## src/rtl/tia_player_scan_ctrl.sv

```systemverilog
// Player scan sequencer: 160-clock position counter, NUSIZ copy-start decode, and
// pixel-enable / bit-select generation for the player graphics shifter at 1x/2x/4x.
module tia_player_scan_ctrl #(
   parameter int LINE_CLKS = 160,
   parameter int CLOSE_OFS = 16,
   parameter int MED_OFS   = 32,
   parameter int WIDE_OFS  = 64
) (
   input  logic       motck,
   input  logic       rst_bar,
   input  logic       ec_bar,
   input  logic       resp,
   input  logic [2:0] nusiz,
   input  logic       refl,
   output logic [7:0] pos,
   output logic       copy_start,
   output logic       px_en,
   output logic [2:0] bit_sel
);

   localparam logic [7:0] POS_LAST  = 8'(LINE_CLKS - 1);
   localparam logic [7:0] POS_CLOSE = 8'(CLOSE_OFS);
   localparam logic [7:0] POS_MED   = 8'(MED_OFS);
   localparam logic [7:0] POS_WIDE  = 8'(WIDE_OFS);

   typedef enum logic {
      S_IDLE = 1'b0,
      S_SCAN = 1'b1
   } state_t;

   state_t     state_q, state_d;
   logic [7:0] pos_q, pos_d;
   logic [2:0] idx_q, idx_d;
   logic [1:0] sub_q, sub_d;
   logic [1:0] wm1_q, wm1_d;     // latched stretch width minus one (0, 1 or 3)
   logic       cs_q, cs_d;

   logic [7:0] pos_inc;
   logic       wrap;
   logic       hit_close, hit_med, hit_wide;
   logic       match;
   logic [1:0] wm1_new;

   // Start decode looks at the value pos is about to take, so the pulse and the
   // first pixel appear in the same cycle the counter shows the copy position.
   always_comb begin
      wrap      = (pos_q == POS_LAST);
      pos_inc   = wrap ? 8'd0 : pos_q + 8'd1;
      hit_close = (pos_inc == POS_CLOSE) && (nusiz == 3'b001 || nusiz == 3'b011);
      hit_med   = (pos_inc == POS_MED) &&
                  (nusiz == 3'b010 || nusiz == 3'b011 || nusiz == 3'b110);
      hit_wide  = (pos_inc == POS_WIDE) && (nusiz == 3'b100 || nusiz == 3'b110);
      match     = wrap || hit_close || hit_med || hit_wide;
      case (nusiz)
         3'b101:  wm1_new = 2'd1;
         3'b111:  wm1_new = 2'd3;
         default: wm1_new = 2'd0;
      endcase
   end

   always_comb begin
      state_d = state_q;
      pos_d   = pos_q;
      idx_d   = idx_q;
      sub_d   = sub_q;
      wm1_d   = wm1_q;
      cs_d    = 1'b0;
      if (!ec_bar) begin
         if (resp) begin
            // Position reset aborts any scan; the next start comes only from the wrap.
            pos_d   = 8'd0;
            state_d = S_IDLE;
            idx_d   = 3'd0;
            sub_d   = 2'd0;
         end else begin
            pos_d = pos_inc;
            if (match) begin
               state_d = S_SCAN;
               idx_d   = 3'd0;
               sub_d   = 2'd0;
               wm1_d   = wm1_new;
               cs_d    = 1'b1;
            end else if (state_q == S_SCAN) begin
               if (sub_q == wm1_q) begin
                  sub_d = 2'd0;
                  if (idx_q == 3'd7) begin
                     state_d = S_IDLE;
                     idx_d   = 3'd0;
                  end else begin
                     idx_d = idx_q + 3'd1;
                  end
               end else begin
                  sub_d = sub_q + 2'd1;
               end
            end
         end
      end
   end

   always_ff @(posedge motck or negedge rst_bar) begin
      if (!rst_bar) begin
         state_q <= S_IDLE;
         pos_q   <= 8'd0;
         idx_q   <= 3'd0;
         sub_q   <= 2'd0;
         wm1_q   <= 2'd0;
         cs_q    <= 1'b0;
      end else begin
         state_q <= state_d;
         pos_q   <= pos_d;
         idx_q   <= idx_d;
         sub_q   <= sub_d;
         wm1_q   <= wm1_d;
         cs_q    <= cs_d;
      end
   end

   assign pos        = pos_q;
   assign copy_start = cs_q;
   assign px_en      = (state_q == S_SCAN);
   assign bit_sel    = refl ? idx_q : ~idx_q;

endmodule

```

## config.mk

```make
export PLATFORM = sky130hd
export DESIGN_NAME = tia_player_scan_ctrl
export DESIGN_NICKNAME = d
export VERILOG_FILES = /design/src/rtl/tia_player_scan_ctrl.sv
export SDC_FILE = /design/constraint.sdc
export NUM_CORES = 1
export LEC_CHECK = 0
export CORE_MARGIN = 4
export CORE_UTILIZATION = 35
export DETAILED_ROUTE_END_ITERATION = 16
export SETUP_SLACK_MARGIN = 0.02
export SLEW_MARGIN = 20
export SYNTH_ARGS = -nofsm -noshare
export SYNTH_HDL_FRONTEND = slang
export SYNTH_SLANG_ARGS = --single-unit
```

## constraint.sdc

```tcl
create_clock -name motck -period 3.3 [get_ports motck]
set_input_delay 0.495 -clock motck [delete_from_list [all_inputs] [get_ports motck]]
set_output_delay 0.495 -clock motck [all_outputs]
set_load 0.02 [all_outputs]
```

# Word level (Yosys, flattened, before mapping)
# Cells that the tools add are included.
[classes]
n_shift = 0
magnitude_cmp = 0
eq_ne = 13
mul = 0
addsub = 3
n_bitwise = 3
reduce_logical = 15
mux = 21
div_mod_pow = 0
[op_table]
columns = ["cell", "count"]
rows = [
  ["$mux W3", 6],
  ["$mux W8", 2],
  ["$eq A3 B3 Y1 const B", 5],
  ["$add A8 B1 Y8 const B", 1],
  ["$eq A8 B5 Y1 const B", 1],
  ["$eq A8 B6 Y1 const B", 1],
  ["$eq A8 B7 Y1 const B", 1],
  ["$eq A8 B8 Y1 const B", 1],
  ["$mux W1", 8],
  ["$mux W2", 4],
  ["$logic_or A1 B1 Y1", 7],
  ["$eq A3 B2 Y1 const B", 2],
  ["$reduce_and A3 Y1", 2],
  ["$reduce_bool A3 Y1", 2],
  ["$pmux W2 S2", 1],
  ["$add A3 B1 Y3 const B", 1],
  ["$eq A3 B1 Y1 const B", 1],
  ["$logic_and A1 B1 Y1", 3],
  ["$not A3 Y3", 1],
  ["$add A2 B1 Y2 const B", 1],
  ["$eq A2 B2 Y1", 1],
  ["$not A1 Y1", 2],
  ["$reduce_and A2 Y1", 1],
]
[word_totals]
register_bits = 17
latchBits = 0
ram_bits = 0
input_bits = 8
memories = 0
mem_bits_ro = 0

# Depth between registers and ports, before layout
# Gate-level depths: netlist (run 1).
[logic_depth]
word_depth = 10
ltp_mapped = 6
ltp_nobuf = 6

# Worst setup path before layout (run 1)
# Ideal clock, no wire load.
[synth_path]
kind = "reg2reg"
start = "register pos_q[0], in the netlist pos[0]"
end = "register wm1_q[1]"
arrival_time_ns = 2.160
setup_time_ns = 0.125
required_ns = 3.175
path_stages_with_launch = 7
synth_period_minus_slack_ns = 2.285
setup_slack_ns = 1.015
cell_sequence = "dfrtp_1 -> ha_1 -> nand3_1 -> nor3_1 -> o221ai_2 -> a2111oi_4 -> mux2_4"
[synth_between]
elab_chain_cells = 8
elab_cells_between_ends = 13
cone_classes = "add/sub: 1; eq/ne: 4; mux: 1; reduce/logical: 7"
[synth_lines]
columns = ["item", "line_no", "text"]
rows = [
  ["start, declared", "32", "logic [7:0] pos_q, pos_d;"],
  ["start signal, assigned", "110", "pos_q <= pos_d;"],
  ["$add A8 B1 Y8 / $eq A8 B8 Y1 (equally long branches)", "48, 47", ""],
  ["$mux W8", "48", "pos_inc = wrap ? 8'd0 : pos_q + 8'd1;"],
  ["$eq A8 B5 Y1", "49", "hit_close = (pos_inc == POS_CLOSE) && (nusiz == 3'b001 || nusiz == 3'b011);"],
  ["$logic_and A1 B1 Y1", "49", ""],
  ["$logic_or A1 B1 Y1 (2 in a row)", "53", "match = wrap || hit_close || hit_med || hit_wide;"],
  ["$logic_or A1 B1 Y1 (*)", "53", ""],
  ["$reduce_and A3 Y1 (no source line) (*)", "-", ""],
  ["end signal, assigned", "113", "wm1_q <= wm1_d;"],
  ["end, declared", "35", "logic [1:0] wm1_q, wm1_d;"],
]
# Mark *: on every way between the ends. The rest lies on a longest branch, timed or not.
# A chain may end at the register's enable or synchronous reset.

# Final worst setup path (run 1)
# Ends and elaborated chain as after synthesis.

==> run_results.csv, run 1 <==
group,metric,value,unit
floorplanning,die_area,4270,sq um
run,maxCapViolCount,0,
timing,min_period,2.52,ns
synth,synth_ff_type,"dfrtp_1",
power,p_leak,0.551,nW
synth,ys_seq_area_share,37.0,%
status,status,"finished, final reports clean",
synth,synth_area_leader_cell,"dfrtp_1",
setup_path,cp-end-kind,"register",
finish,multi_input_area,657,sq um
timing,max_slew_margin,46.4,%
clocking,numCtsBuffers,3,
synth,syn_nets,135,
grt,grt_pass1_wl,4670,microns
clocking,cts_resized,0,
floorplanning,placementRows,20,
timing,setup_violations,0,
floorplanning,boundaryPins,21,
synth,synth.distinct_cells,40,
clocking,clockBufferDepth,2,
place,placed_cells,183,
floorplanning,die_w,65.3,microns
detailed_routing,drtPass1Iterations,4,
timing,max_freq,398,MHz
synth,syn_area,1150,sq um
timing,rsz0062_at_grt,"false",
clocking,post_cts_buffers,0,
clocking,cts_tree,"done",
finish,area_delta_synth_final,21.7,%
setup_path,path_class,"register to register",
detailed_routing,first_iter_violations,99,
setup_path,worst-path-max-fanout,9,
synth,synth_area_leaders,"dfrtp_1 (37%), o31ai_1 (4.6%), o21ai_0 (3.9%)",
synth,synth_seq_cells,17,
timing,setup_tns,0,ns
timing,tightest_slew,0.801,ns
grt,grt_usage,14.0,%
synth,synth-edff-count,0,
power,ir_drop,163,uV
setup_path,crit_start,"pos[0]$_DFFE_PN0N_",
grt,grt_pass1_vias,994,
detailed_routing,viasPerCell,5.62,
place,gp_congestion,0.817,
grt,antenna_found_initial,0,
clocking,cts_hold_buf,0,
synth,synth.most_common_cell,"dfrtp_1",
setup_path,critPathLaunchType,"register",
place,dp_hpwl,1950,microns
timing,slew_violations,0,
grt,grt-ovfl-total,0,
timing,timing.clock.skew,0.0116,ns
clocking,root_buffer,"clkbuf_4",
worst_hold_path,min_from,"wm1_q[1]$_DFFE_PN0P_",
timing,finalHoldViolations,0,
finish,ff_latch_area,425,sq um
synth,avgSynthCellArea,9.27,sq um
setup_path,worstPathArrival,2.72,ns
finish,fin_nets,155,
detailed_routing,drt_wl_total,2700,microns
floorplanning,initial_core_util,37.1,%
clocking,h-tree-depth,1,
detailed_routing,num_vias,1051,
synth,syn_inst,124,
timing,period_share,76.2,%
synth,yosysTopAreaCellShare,37.0,%
detailed_routing,antenna_left,0,
floorplanning,die_h,65.3,microns
setup_path,r2r-start,"pos[0]$_DFFE_PN0N_",
finish,final_util,45.1,%
grt,grt_max_degree,22,
power,power.density,397,nW/um^2
finish,drive_gt1_share,8.39,%
setup_path,cp.required,3.50,ns
floorplanning,coreArea,3100,sq um
synth,yosys_warnings,0,
finish,diodes,0,
clocking,clk_latency,0.30,ns
finish,fill_cells,339,
finish,finalNonFillerCells,187,
detailed_routing,drc,0,
clocking,clk_pin_slew,0.11,ns
clocking,clock_sinks,17,
synth,async_reset_ff_share,100,%
detailed_routing,avgRoutedWirePerCell,14.4,microns
place,io_buffers,20,
synth,netlist_top_cells_count,"dfrtp_1 (17), nand2_1 (9), o21ai_0 (9)",
worst_hold_path,hold_path_class,"register to register",
==> cells in the final DEF, fill, tap and decap left out, types with 3 or more instances in the layout <==
cell | netlist | layout
clkdlybuf4s50_1 | 0 | 20
nand3_1 | 4 | 4
nor4_1 | 3 | 3
o41ai_1 | 3 | 3
nor2_1 | 6 | 6
clkbuf_4 | 0 | 3
inv_1 | 5 | 5
a211oi_1 | 3 | 3
a21oi_1 | 5 | 5
nand2_1 | 9 | 9
and3_1 | 3 | 3
ha_1 | 3 | 3
xnor2_1 | 4 | 4
nor3_1 | 4 | 4
a31oi_1 | 4 | 4
o21ai_0 | 9 | 9
o31ai_1 | 7 | 7
dfrtp_1 | 17 | 17
==> cell families (layout without fill, tap and decap cells) <==
family                     after synthesis  after routing  synth area share (%)
muxes                                    3              3                  3.05
buffers and inverters                   12             31                  5.88
xor gates and xnor gates                 6              6                  4.57
and+or+nand+nor                         39             39                  17.8
AOI/OAI and AO/OA                       44             44                  28.4
adders and majority gates                3              3                  3.26
DFF                                     17             17                  37.0
==> through the flow <==
stage	instance area (sq um)	setup WS [ns]	power (W)	hold slack, ns
6_report	1400	0.785	0.000556	0.555
5_1_grt	1400	0.612	0.000598	0.574
4_1_cts	1400	0.773	0.000565	0.562
3_5_place_dp	1370	0.639	0.000444	0.535
3_3_place_gp	1370	0.650	0.000437	0.529
2_1_floorplan	1150	1.02	0.000373	0.199
==> where the power goes <==
| part | total [W] | switching [W] | internal (W) |
|---|---|---|---|
| clock network | 0.000117 | 0.0000721 | 0.0000452 |
| logic | 0.000163 | 0.0000837 | 0.0000797 |
| registers | 0.000275 | 0.0000416 | 0.000233 |
==> sequential cells by signal, summed over array words and instances, names as in the netlist <==
| name | cells |
|---|---|
| pos | 8 |
| idx_q | 3 |
| sub_q | 2 |
| wm1_q | 2 |
| copy_start | 1 |
| px_en | 1 |
==> worst max-delay path, stage by stage (launching register included) <==
cell and delay, ns:
dfrtp_1 0.50, ha_1 0.33, nand4_1 0.21, o31ai_1 0.38
a31oi_1 0.15, a2111oi_4 0.52, mux2_4 0.34
==> path summary, 6_finish.rpt <==
path / end / cells past startpoint / slack [ns]
worst min-delay path: wm1_q[1]$_DFFE_PN0P_ / 1 / 0.56
worst max register to register: wm1_q[1]$_DFFE_PN0P_ / 6 / 0.78
worst max-delay path: wm1_q[1]$_DFFE_PN0P_ / 6 / 0.78
worst min register to register: wm1_q[1]$_DFFE_PN0P_ / 1 / 0.56
max in group asynchronous: pos[5]$_DFFE_PN0N_ / 1 / 2.15
min in group asynchronous: sub_q[1]$_DFFE_PN0P_ / 1 / 0.64
==> routing by layer <==
layer	global-route usage (%)	part of all wire (%)	routed length (microns)	vias up
li1	-	-	-	515
met3	3.76	4.2	114	4
met1	17.7	47	1280	507
met4	5.70	1.6	42	0
met5	0	0	0	-
met2	22.6	47	1260	25
==> area by class of cell <==
cell class	instances	share of cell area, %
inverter	5	1.34
multi-input combinational	95	47.0
clock inverter	1	0.358
timing repair buffer	22	15.4
sequential	17	30.4
clock buffer	3	1.61
tap	44	3.94
(Power assumes the default switching activity.)
==> inputs of run 2 (changes only) <==
- clock period: 3.3 -> 2.3 ns (I/O delays scaled with it)
==> run 2 against run 1 <==
Compared with the run above: non-clock buffer count rose by 10; total power rose by 46%; maximum frequency rose by 19%; sequential share of layout area fell by 2.1 points; die area did not move; combinational power rose by 58%; via count rose by 4.6%; critical path type unchanged; largest cell class unchanged; largest power group unchanged.
==> run_results.csv, run 2 (synthesized netlist as in run 1, its figures left out) <==
group,metric,value,unit
grt,grt_max_degree,22,
clocking,clockBufferDepth,2,
floorplanning,coreArea,3100,sq um
clocking,clk_pin_slew,0.10,ns
clocking,cts_hold_buf,0,
floorplanning,die_h,65.3,microns
clocking,numCtsBuffers,3,
grt,grt_pass1_wl,4910,microns
clocking,post_cts_buffers,0,
detailed_routing,viasPerCell,5.58,
floorplanning,initial_core_util,37.1,%
place,post-place-ws,-0.103,ns
detailed_routing,drt_wl_total,2900,microns
setup_path,crit_path_max_incr_delay,0.56,ns
power,power.density,539,nW/um^2
detailed_routing,num_vias,1099,
setup_path,cp-end-kind,"register",
floorplanning,placementRows,20,
setup_path,path_class,"register to register",
run,maxCapViolCount,0,
place,gp_congestion,0.835,
finish,ff_latch_area,427,sq um
clocking,cts_resized,0,
floorplanning,die_w,65.3,microns
timing,rsz0062_at_grt,"false",
detailed_routing,first_iter_violations,75,
finish,largest_reg_flops,8,
timing,holdWs,0.340,ns
detailed_routing,drtPass1Iterations,4,
power,ir_drop,243,uV
finish,fin_nets,165,
grt,grt-ovfl-total,0,
timing,setup_tns,0,ns
place,dp_hpwl,2110,microns
clocking,root_buffer,"clkbuf_4",
status,status,"finished, final reports clean",
timing,period_share,92.0,%
timing,setup_violations,0,
setup_path,slowest_stage,"dfrtp_1",
timing,finalHoldViolations,0,
setup_path,worst-path-max-fanout,12,
setup_path,cp_cell_sequence,"nand4_1 -> o31ai_1 -> a31oi_2 -> a2111oi_4 -> mux2_4",
timing,fin_ws,0.183,ns
grt,antenna_found_initial,0,
place,io_buffers,20,
clocking,clk_latency,0.29,ns
finish,multi_input_area,688,sq um
finish,layout_commonest_cell,"clkdlybuf4s50_1",
clocking,cts_tree,"done",
detailed_routing,antenna_left,0,
floorplanning,boundaryPins,21,
finish,area_delta_synth_final,30.9,%
timing,max_freq,472,MHz
detailed_routing,avgRoutedWirePerCell,14.7,microns
setup_path,critPathLaunchType,"register",
clocking,clock_sinks,17,
timing,tightest_slew,0.466,ns
timing,timing.clock.skew,0.00161,ns
finish,drive_gt1_share,17.0,%
detailed_routing,drc,0,
worst_hold_path,hold_path_class,"input port to async pin",
grt,grt_pass1_vias,1033,
setup_path,worstPathArrival,2.30,ns
finish,fill_cells,331,
finish,final_cell_mix,"clkdlybuf4s50_1 (20), dfrtp_1 (16), buf_4 (12)",
floorplanning,die_area,4270,sq um
finish,diodes,0,
power,p_leak,0.598,nW
timing,slew_violations,0,
setup_path,cp.required,2.49,ns
timing,max_slew_margin,68.5,%
timing,min_period,2.12,ns
clocking,h-tree-depth,1,
grt,grt_usage,14.8,%
run 2: layout make-up:
type | count | share of cell area (%)
tap | 44 | 3.66
sequential | 17 | 28.3
multi-input combinational | 95 | 45.7
timing repair buffer | 32 | 19.3
clock buffer | 4 | 1.75
inverter | 5 | 1.25
run 2: final timing paths:
path	start	to	slack (ns)	depth (start not counted)
worst max-delay path	pos[2]$_DFFE_PN0N_	wm1_q[1]$_DFFE_PN0P_	0.18	5
worst min-delay path	rst_bar	idx_q[0]$_DFFE_PN0P_	0.34	1
worst max register to register	pos[2]$_DFFE_PN0N_	wm1_q[1]$_DFFE_PN0P_	0.18	5
worst min register to register	wm1_q[0]$_DFFE_PN0P_	wm1_q[0]$_DFFE_PN0P_	0.55	2
max in group asynchronous	rst_bar	pos[0]$_DFFE_PN0N_	1.47	2
min in group motck	wm1_q[0]$_DFFE_PN0P_	wm1_q[0]$_DFFE_PN0P_	0.55	2
run 2: critical path: cells and delay by family, from the launching register on:
kind               cells  cell delay (ns)
AOI/OAI and AO/OA      3             0.94
muxes                  1             0.33
DFF                    1             0.56
and+or+nand+nor        1             0.17
run 2: where the power goes:
part / internal [W] / leakage [nW] / total, W / switching, W
sequential: 0.000335 / 0.226 / 0.000388 / 0.0000531
combinational: 0.000128 / 0.357 / 0.000258 / 0.000130
clock: 0.0000676 / 0.0150 / 0.000165 / 0.0000977
run 2: per-layer routing:
layer  share of wire, %  global-route usage, %  vias up
met4                1.1                   4.66        0
li1                   -                      -      532
met3                6.8                   4.10        5
met5                  0                      0        -
met2                 47                   24.1       41
met1                 45                   18.9      521
run 2: per-stage QoR:
step	cell area (sq um)	instances	power, W	utilization [%]
global route	1510	197	0.000869	48.5
global placement	1450	193	0.000639	46.7
finish	1510	197	0.000811	48.5
CTS	1470	197	0.000818	47.5
floorplan	1150	124	0.000536	-
detailed placement	1450	193	0.000645	46.7
